==> config.mk <==
export PLATFORM = sky130hd
export DESIGN_NAME = hms_time_counter
export DESIGN_NICKNAME = d
export VERILOG_FILES = /design/src/rtl/hms_time_counter.sv
export SDC_FILE = /design/constraint.sdc
export NUM_CORES = 1
export LEC_CHECK = 0
export CORE_MARGIN = 10
export CORE_UTILIZATION = 48
export CTS_CLUSTER_DIAMETER = 40
export DETAILED_ROUTE_END_ITERATION = 10
export PLACE_DENSITY = 0.67
export SLEW_MARGIN = 20
export SYNTH_ARGS = -nofsm -noshare
export SYNTH_HDL_FRONTEND = slang
export SYNTH_SLANG_ARGS = --single-unit
==> constraint.sdc <==
create_clock -name i_clk -period 6.7 [get_ports i_clk]
set_input_delay 1.005 -clock i_clk [delete_from_list [all_inputs] [get_ports i_clk]]
set_output_delay 1.005 -clock i_clk [all_outputs]
set_load 0.02 [all_outputs]
==> src/rtl/hms_time_counter.sv <==
// BCD 24 h time-of-day core: 1 s prescaler, HH:MM:SS BCD counters with per-field
// set/adjust from six active-low debounced keys, including hold-to-repeat.
module hms_time_counter #(
  parameter int TICK_DIV   = 50000000,
  parameter int REPEAT_DLY = 25000000,
  parameter int REPEAT_PER = 5000000
) (
  input  logic       i_clk,
  input  logic       i_rst_n,
  input  logic [5:0] i_key_state,
  input  logic       i_run,
  output logic [7:0] o_hh_bcd,
  output logic [7:0] o_mm_bcd,
  output logic [7:0] o_ss_bcd,
  output logic       o_sec_tick,
  output logic       o_day_wrap,
  output logic       o_adj_active
);

  localparam int PW      = $clog2(TICK_DIV);
  localparam int REP_MAX = (REPEAT_DLY > REPEAT_PER) ? REPEAT_DLY : REPEAT_PER;
  localparam int RW      = $clog2(REP_MAX + 1);

  localparam logic [PW-1:0] PRE_LAST = PW'(TICK_DIV - 1);
  localparam logic [PW-1:0] PRE_ONE  = PW'(1);
  localparam logic [RW-1:0] DLY_C    = RW'(REPEAT_DLY);
  localparam logic [RW-1:0] PER_C    = RW'(REPEAT_PER);
  localparam logic [RW-1:0] REP_ONE  = RW'(1);

  function automatic logic [7:0] bcd_inc(input logic [7:0] v, input logic [7:0] top);
    logic [7:0] r;
    if (v == top)              r = 8'h00;
    else if (v[3:0] == 4'd9)   r = {v[7:4] + 4'd1, 4'd0};
    else                       r = {v[7:4], v[3:0] + 4'd1};
    return r;
  endfunction

  function automatic logic [7:0] bcd_dec(input logic [7:0] v, input logic [7:0] top);
    logic [7:0] r;
    if (v == 8'h00)            r = top;
    else if (v[3:0] == 4'd0)   r = {v[7:4] - 4'd1, 4'd9};
    else                       r = {v[7:4], v[3:0] - 4'd1};
    return r;
  endfunction

  function automatic logic [7:0] bcd_adj(input logic [7:0] v, input logic [7:0] top,
                                         input logic up, input logic dn);
    logic [7:0] r;
    if (up && !dn)      r = bcd_inc(v, top);
    else if (dn && !up) r = bcd_dec(v, top);
    else                r = v;
    return r;
  endfunction

  logic [5:0]    key_prev;
  logic [5:0]    key_armed;
  logic [5:0]    held_prev;
  logic [RW-1:0] rep_cnt;
  logic          rep_ph;
  logic [PW-1:0] pre;

  logic [5:0] held;
  logic [5:0] press;
  logic [5:0] step;
  logic       held_chg;
  logic       one_held;
  logic       rep_fire;
  logic       adj_any;
  logic       pre_wrap;
  logic       tick;
  logic [7:0] hh_n, mm_n, ss_n;
  logic       wrap_n;

  // A key only becomes armed once it has been seen released, so a key held
  // through reset release neither presses nor auto-repeats.
  assign held     = ~i_key_state & key_armed;
  assign press    = key_prev & ~i_key_state & key_armed;
  assign held_chg = (held != held_prev);
  assign one_held = (held != 6'd0) && ((held & (held - 6'd1)) == 6'd0);
  assign rep_fire = one_held && !held_chg && (rep_cnt == (rep_ph ? PER_C : DLY_C));
  assign step     = press | (rep_fire ? held : 6'd0);
  assign adj_any  = |step;
  assign pre_wrap = (pre == PRE_LAST);
  assign tick     = i_run && pre_wrap && !adj_any;

  always_comb begin
    hh_n   = o_hh_bcd;
    mm_n   = o_mm_bcd;
    ss_n   = o_ss_bcd;
    wrap_n = 1'b0;
    if (tick) begin
      ss_n = bcd_inc(o_ss_bcd, 8'h59);
      if (o_ss_bcd == 8'h59) begin
        mm_n = bcd_inc(o_mm_bcd, 8'h59);
        if (o_mm_bcd == 8'h59) begin
          hh_n = bcd_inc(o_hh_bcd, 8'h23);
          wrap_n = (o_hh_bcd == 8'h23);
        end
      end
    end else begin
      ss_n = bcd_adj(o_ss_bcd, 8'h59, step[1], step[0]);
      mm_n = bcd_adj(o_mm_bcd, 8'h59, step[3], step[2]);
      hh_n = bcd_adj(o_hh_bcd, 8'h23, step[5], step[4]);
    end
  end

  always_ff @(posedge i_clk or negedge i_rst_n) begin
    if (!i_rst_n) begin
      o_hh_bcd     <= 8'h00;
      o_mm_bcd     <= 8'h00;
      o_ss_bcd     <= 8'h00;
      o_sec_tick   <= 1'b0;
      o_day_wrap   <= 1'b0;
      o_adj_active <= 1'b0;
      pre          <= '0;
      key_prev     <= 6'h3f;
      key_armed    <= 6'h00;
      held_prev    <= 6'h00;
      rep_cnt      <= '0;
      rep_ph       <= 1'b0;
    end else begin
      o_hh_bcd     <= hh_n;
      o_mm_bcd     <= mm_n;
      o_ss_bcd     <= ss_n;
      o_sec_tick   <= tick;
      o_day_wrap   <= wrap_n;
      o_adj_active <= ~&i_key_state;
      key_prev     <= i_key_state;
      key_armed    <= key_armed | i_key_state;
      held_prev    <= held;

      if (!i_run || adj_any || pre_wrap) pre <= '0;
      else                               pre <= pre + PRE_ONE;

      // rep_ph: 0 = waiting out the initial hold delay, 1 = repeating.
      if (held_chg) begin
        rep_cnt <= one_held ? REP_ONE : '0;
        rep_ph  <= 1'b0;
      end else if (!one_held) begin
        rep_cnt <= '0;
        rep_ph  <= 1'b0;
      end else if (rep_fire) begin
        rep_cnt <= REP_ONE;
        rep_ph  <= 1'b1;
      end else begin
        rep_cnt <= rep_cnt + REP_ONE;
      end
    end
  end

endmodule

Word level (Yosys, flattened, before mapping):

Cells that the tools add are included.

* reductions and logical operators: 44
* equality and inequality tests: 12
* bitwise gates (word level): 7
* muxes and demuxes: 37
* add/sub/neg operators: 15

Operator list (number)
* $mux 8: 24
* $mux 25: 4
* $add 26x1->26 const B: 1
* $eq 26x26->1 const B: 1
* $mux 26: 1
* $add 25x1->25 const B: 1
* $eq 25x25->1: 1
* $add 4x1->4 const B: 6
* $and 6x6->6: 4
* $logic_not 8->1: 3
* $sub 4x1->4 const B: 6
* $eq 8x7->1 const B: 2
* $eq 4x4->1 const B: 3
* $logic_not 4->1: 3
* $or 6x6->6: 2
* $reduce_bool 4->1: 3
* $logic_and 1x1->1: 11
* $logic_not 1->1: 10
* $reduce_bool 3->1: 3
* $eq 8x6->1 const B: 1
* $mux 1: 7
* $logic_not 6->1: 1
* $mux 6: 1
* $ne 6x6->1: 1
* other kinds (11): 15

* bits in registers: 97
* word-level logic and storage cells: 130

Longest topological paths before layout:

* depth in word-level cells: 15
* depth in mapped cells: 13
* mapped depth without buffers: 12

Worst setup path after synthesis:

OpenSTA, ideal clock, no wires.

* kind: in2reg
* start point: in i_key_state[2]
* end point: reg o_ss_bcd[7]
* cell stages on the path: 12
* setup time: 0.075 ns
* path slack: 3.327 ns
* arrival: 3.298 ns
* path through: nor2b_1 -> buf_6 -> xnor2_1 -> nand4_1 -> or2_2 -> nor3_4 -> o211a_1 -> buf_6 -> nand3_4 -> or4_4 -> o32a_1 -> o21ai_2

* word-level cells in the longest chain between the ends: 15
* elaborated cells between the ends (all ways): 27
* classes of those cells: add/sub: 1; eq/ne: 1; mux: 3; bitwise: 6; reduce/logical: 16

Ends and longest elaborated chain
* start, declared: RTL line 10 `input logic [5:0] i_key_state,`
* $not 6->6 (*): RTL line 76 `assign held = ~i_key_state & key_armed;`
* $and 6x6->6 (*): RTL line 76
* via held[2]: RTL line 62 `logic [5:0] held;`
* $sub 6x1->6: RTL line 79 `assign one_held = (held != 6'd0) && ((held & (held - 6'd1)) == 6'd0);`
* $and 6x6->6: RTL line 79
* $logic_not 6->1: RTL line 79
* $logic_and 1x1->1: RTL line 79
* $logic_and 1x1->1 (2 in series): RTL line 80 `assign rep_fire = one_held && !held_chg && (rep_cnt == (rep_ph ? PER_C : DLY_C));`
* $mux 6 (*): RTL line 81 `assign step = press | (rep_fire ? held : 6'd0);`
* $or 6x6->6 (*): RTL line 81
* $reduce_or 6->1: RTL line 82 `assign adj_any = |step;`
* $logic_not 1->1: RTL line 84 `assign tick = i_run && pre_wrap && !adj_any;`
* $logic_and 1x1->1: RTL line 84
* $reduce_bool 4->1 (no source line) / $reduce_bool 3->1 (equally long branches)
* $reduce_and 2->1 (no source line)
* end signal, assigned: RTL line 124 `o_ss_bcd <= ss_n;`
* end, declared: RTL line 14 `output logic [7:0] o_ss_bcd,`

Mark *: on every way through the listed nets, which the timed path passes. The rest lies on a longest branch.
A chain may end at the register's enable or synchronous reset.

Worst setup path after layout:

* start point: in i_key_state[2]
* end point: reg o_ss_bcd[7]

* word-level cells in the longest chain between the ends: 15
* elaborated cells between the ends (all ways): 27
* classes of those cells: add/sub: 1; eq/ne: 1; mux: 3; bitwise: 6; reduce/logical: 16

Ends and longest elaborated chain (RTL line)
* $not 6->6 (*): 76, 77
* $and 6x6->6: 76
* $sub 6x1->6: 79
* $and 6x6->6: 79
* $logic_not 6->1: 79
* $logic_and 1x1->1: 79
* $logic_and 1x1->1 (2 in series): 80
* $mux 6: 81
* $or 6x6->6 (*): 81
* $reduce_or 6->1: 82
* $logic_not 1->1: 84
* $logic_and 1x1->1: 84
* $reduce_bool 4->1 (no source line) / $reduce_bool 3->1 (equally long branches)
* $reduce_and 2->1 (no source line)

Mark *: on every way between the ends. The rest lies on a longest branch, timed or not.

==> impl_summary.log <==
INFO  metric grt_setup_unrepaired = no
INFO  metric drc = 0
INFO  metric cts.clk_slew.worst_paths = 0.06 ns
INFO  metric leading_cell_type_in_the_layout_fill_and_taps_excluded = dfrtp_1
INFO  metric initial_core_utilization = 0.488
INFO  metric antenna_found_initial = 0
INFO  metric max-cap-violations = 0
INFO  metric ctsRootBufferMaster = clkbuf_16
INFO  metric syn-num-nets = 655
INFO  metric placement.setup.worst_slack = 1.76 ns
INFO  metric finalHoldViolCount = 0
INFO  metric crit_path_start_kind = input pin
INFO  metric run_status = completed
INFO  metric synth_edf_count = 0
INFO  metric holdBufCountCts = 0
INFO  metric timing.setup.critical_path_class = input pin to register
INFO  metric clock-sinks = 97
INFO  metric grt_max_degree = 59
INFO  metric most_frequent_cells_in_the_layout = dfrtp_1 (91), nor2_1 (78), nand2_1 (52), xor2_1 (35), clkdlybuf4s50_1 (34)
INFO  metric initialDrtViolationCount = 257
INFO  metric report.power.total = 1.96 mW
INFO  metric core_area = 11,900 um^2
INFO  metric post_synth_instance_area = 5810 um^2
INFO  metric max_slew.worst_pin.slew = 0.970 ns
INFO  metric final_net_count = 685
INFO  metric length_of_the_first_detailed_routing_pass_in_iterations = 5
INFO  metric layout.filler_cells = 1,077
INFO  metric place_congestion = 0.842
INFO  metric cts_post_setup_buffers_inserted = 0
INFO  metric final-setup-viol-count = 0
INFO  metric wire_length_of_the_first_global_routing_pass = 21,700 um
INFO  metric power_leakage = 2.60 nW
INFO  metric dp.final_hpwl = 8850 um
INFO  metric maxClockFrequency = 214 MHz
INFO  metric post_drt_antenna_nets = 0
INFO  metric finalNonFillerCells = 805
INFO  metric slew_headroom = 0.353
INFO  metric async_flop_share = 1.00
INFO  metric cts-htree-levels = 3
INFO  metric drive_gt1_frac = 0.0881
INFO  metric timing.clock.skew = 0.00588 ns
INFO  metric cp.arrival = 4.96 ns
INFO  metric endpoint_required_time_on_the_critical_path = 6.98 ns
INFO  metric boundaryPins = 36
INFO  metric synth_sequential_area_ratio = 0.419
INFO  metric fin_setup_tns = 0 ns
INFO  metric die_x = 130 um
INFO  metric post-route-period-util = 0.698
INFO  metric via_per_inst = 5.69
INFO  metric floorplan.die_area = 16,900 um^2
INFO  metric worst-path-max-fanout = 11
INFO  metric ys_warn_count = 0
INFO  metric syn_to_final_growth = 12.4%
INFO  metric dominantRegCellSynth = dfrtp_1
INFO  metric diodes = 0
INFO  metric design_area = 6530 um^2
INFO  metric dp_cells = 789
INFO  metric ys_ff_latch = 97
INFO  metric dpl-instance-area = 6240 um^2
INFO  metric hold_path.class = register to register
INFO  metric fp-row-count = 40
INFO  metric grt_pass1_vias = 4,523
INFO  metric cts-buffers-inserted = 9
INFO  metric gr-total-overflow = 0
INFO  metric clock_tree_from_tritoncts = done
INFO  metric final.min_clock_period = 4.68 ns
INFO  metric worst_hold_slack = 0.460 ns
INFO  metric crit_end_element = register
INFO  metric ys_types = 74
INFO  metric ir_drop = 218 uV
INFO  metric power-per-cell-area = 300 nW/um^2
INFO  metric synth_cells = 623
INFO  metric max-clock-path-buffers = 2
INFO  metric detail_route.wirelength = 12,400 um
INFO  metric postLayoutSetupSlackWorst = 2.02 ns
INFO  metric grt_util_all_layers = 0.157
INFO  metric cts_resized = 0
INFO  metric route.vias.total = 4,581
INFO  metric syn_area_per_cell = 9.32 um^2
INFO  metric place.port_buffers = 35
INFO  metric postLayoutCoreUtil = 0.548
INFO  metric die_height = 130 um
INFO  metric wl_per_cell = 15.4 um
INFO  metric report.final.slew_viol_count = 0
INFO  metric clkLatencyLatePin = 0.35 ns
==> area by class of cell <==
type                            instances  area [um^2]  area share
Clock inverter                          5         56.3     0.00862
Inverter                               27          101      0.0155
Timing Repair Buffer                   36          355      0.0544
Clock buffer                           11          233      0.0356
Multi-Input combinational cell        482         3170       0.485
Sequential cell                        97         2430       0.373
Tap cell                              147          184      0.0282
==> path summary, 6_finish.rpt <==
kind | startpoint | to | slack [ns] | cells after the start
max | i_key_state[2] | o_ss_bcd[7] | 2.02 | 11
min | key_armed[0] | key_armed[0] | 0.46 | 1
max reg2reg | key_armed[2] | o_ss_bcd[7] | 2.81 | 10
min reg2reg | key_armed[0] | key_armed[0] | 0.46 | 1
max in group asynchronous | i_rst_n | o_mm_bcd[5] | 4.96 | 2
min in group asynchronous | i_rst_n | pre[24] | 0.62 | 1
==> kinds of logic (layout without fill, tap and decap cells) <==
group | after synthesis | after routing | synth area share
adders and majority gates | 23 | 23 | 0.0495
AOI/OAI and AO/OA | 112 | 112 | 0.134
xor gates and xnor gates | 52 | 52 | 0.0784
DFF | 97 | 97 | 0.419
and+or+nand+nor | 284 | 284 | 0.263
muxes | 11 | 11 | 0.0196
buffers and inverters | 44 | 79 | 0.0358
==> cells in the mapped netlist, types with 7 or more instances <==
cell	instances	area (um^2)
a22oi_1	7	52.6
xor2_1	35	307
o22ai_1	7	43.8
nor2_1	78	293
nand3_1	29	145
clkbuf_1	7	26.3
xnor2_1	17	149
and2_1	7	43.8
nand4_1	13	81.3
nor4_1	9	56.3
and4_1	7	61.3
ha_1	23	288
nor2b_1	8	50.1
dfrtp_1	91	2280
o21ai_0	14	70.1
nand2_1	52	195
or2_2	10	62.6
and3_1	12	75.1
a21oi_1	28	140
or3_1	13	81.3
mux2i_1	8	80.1
inv_1	25	93.8
a31oi_1	7	43.8
nor3_1	19	95.1
==> sequential cells by signal, indices dropped and copies added, names as in the netlist <==
name / cells
pre: 26
rep_cnt: 25
o_hh_bcd: 8
o_mm_bcd: 8
o_ss_bcd: 8
held_prev: 6
key_armed: 6
key_prev: 6
o_adj_active: 1
o_day_wrap: 1
o_sec_tick: 1
rep_ph: 1
==> per-layer routing <==
metal	vias to the layer above	part of all wire	GRT usage
met5	-	0	0
met4	0	0.013	0.0496
met3	15	0.039	0.0422
met2	57	0.47	0.252
met1	2232	0.48	0.203
li1	2277	-	-
==> report_power, final <==
part | internal [mW] | switching (mW)
sequential | 0.656 | 0.128
combinational | 0.299 | 0.366
clock | 0.289 | 0.219
==> critical path, stage by stage <==
cell,delay (ns)
clkdlybuf4s50_1,0.46
nor2b_1,0.62
xor2_1,0.19
a211oi_2,0.33
o31ai_2,0.17
a22oi_1,0.34
nand3_2,0.24
o22ai_1,0.80
nand2_1,0.28
o32a_1,0.40
o21ai_2,0.10
(Power assumes the default switching activity.)
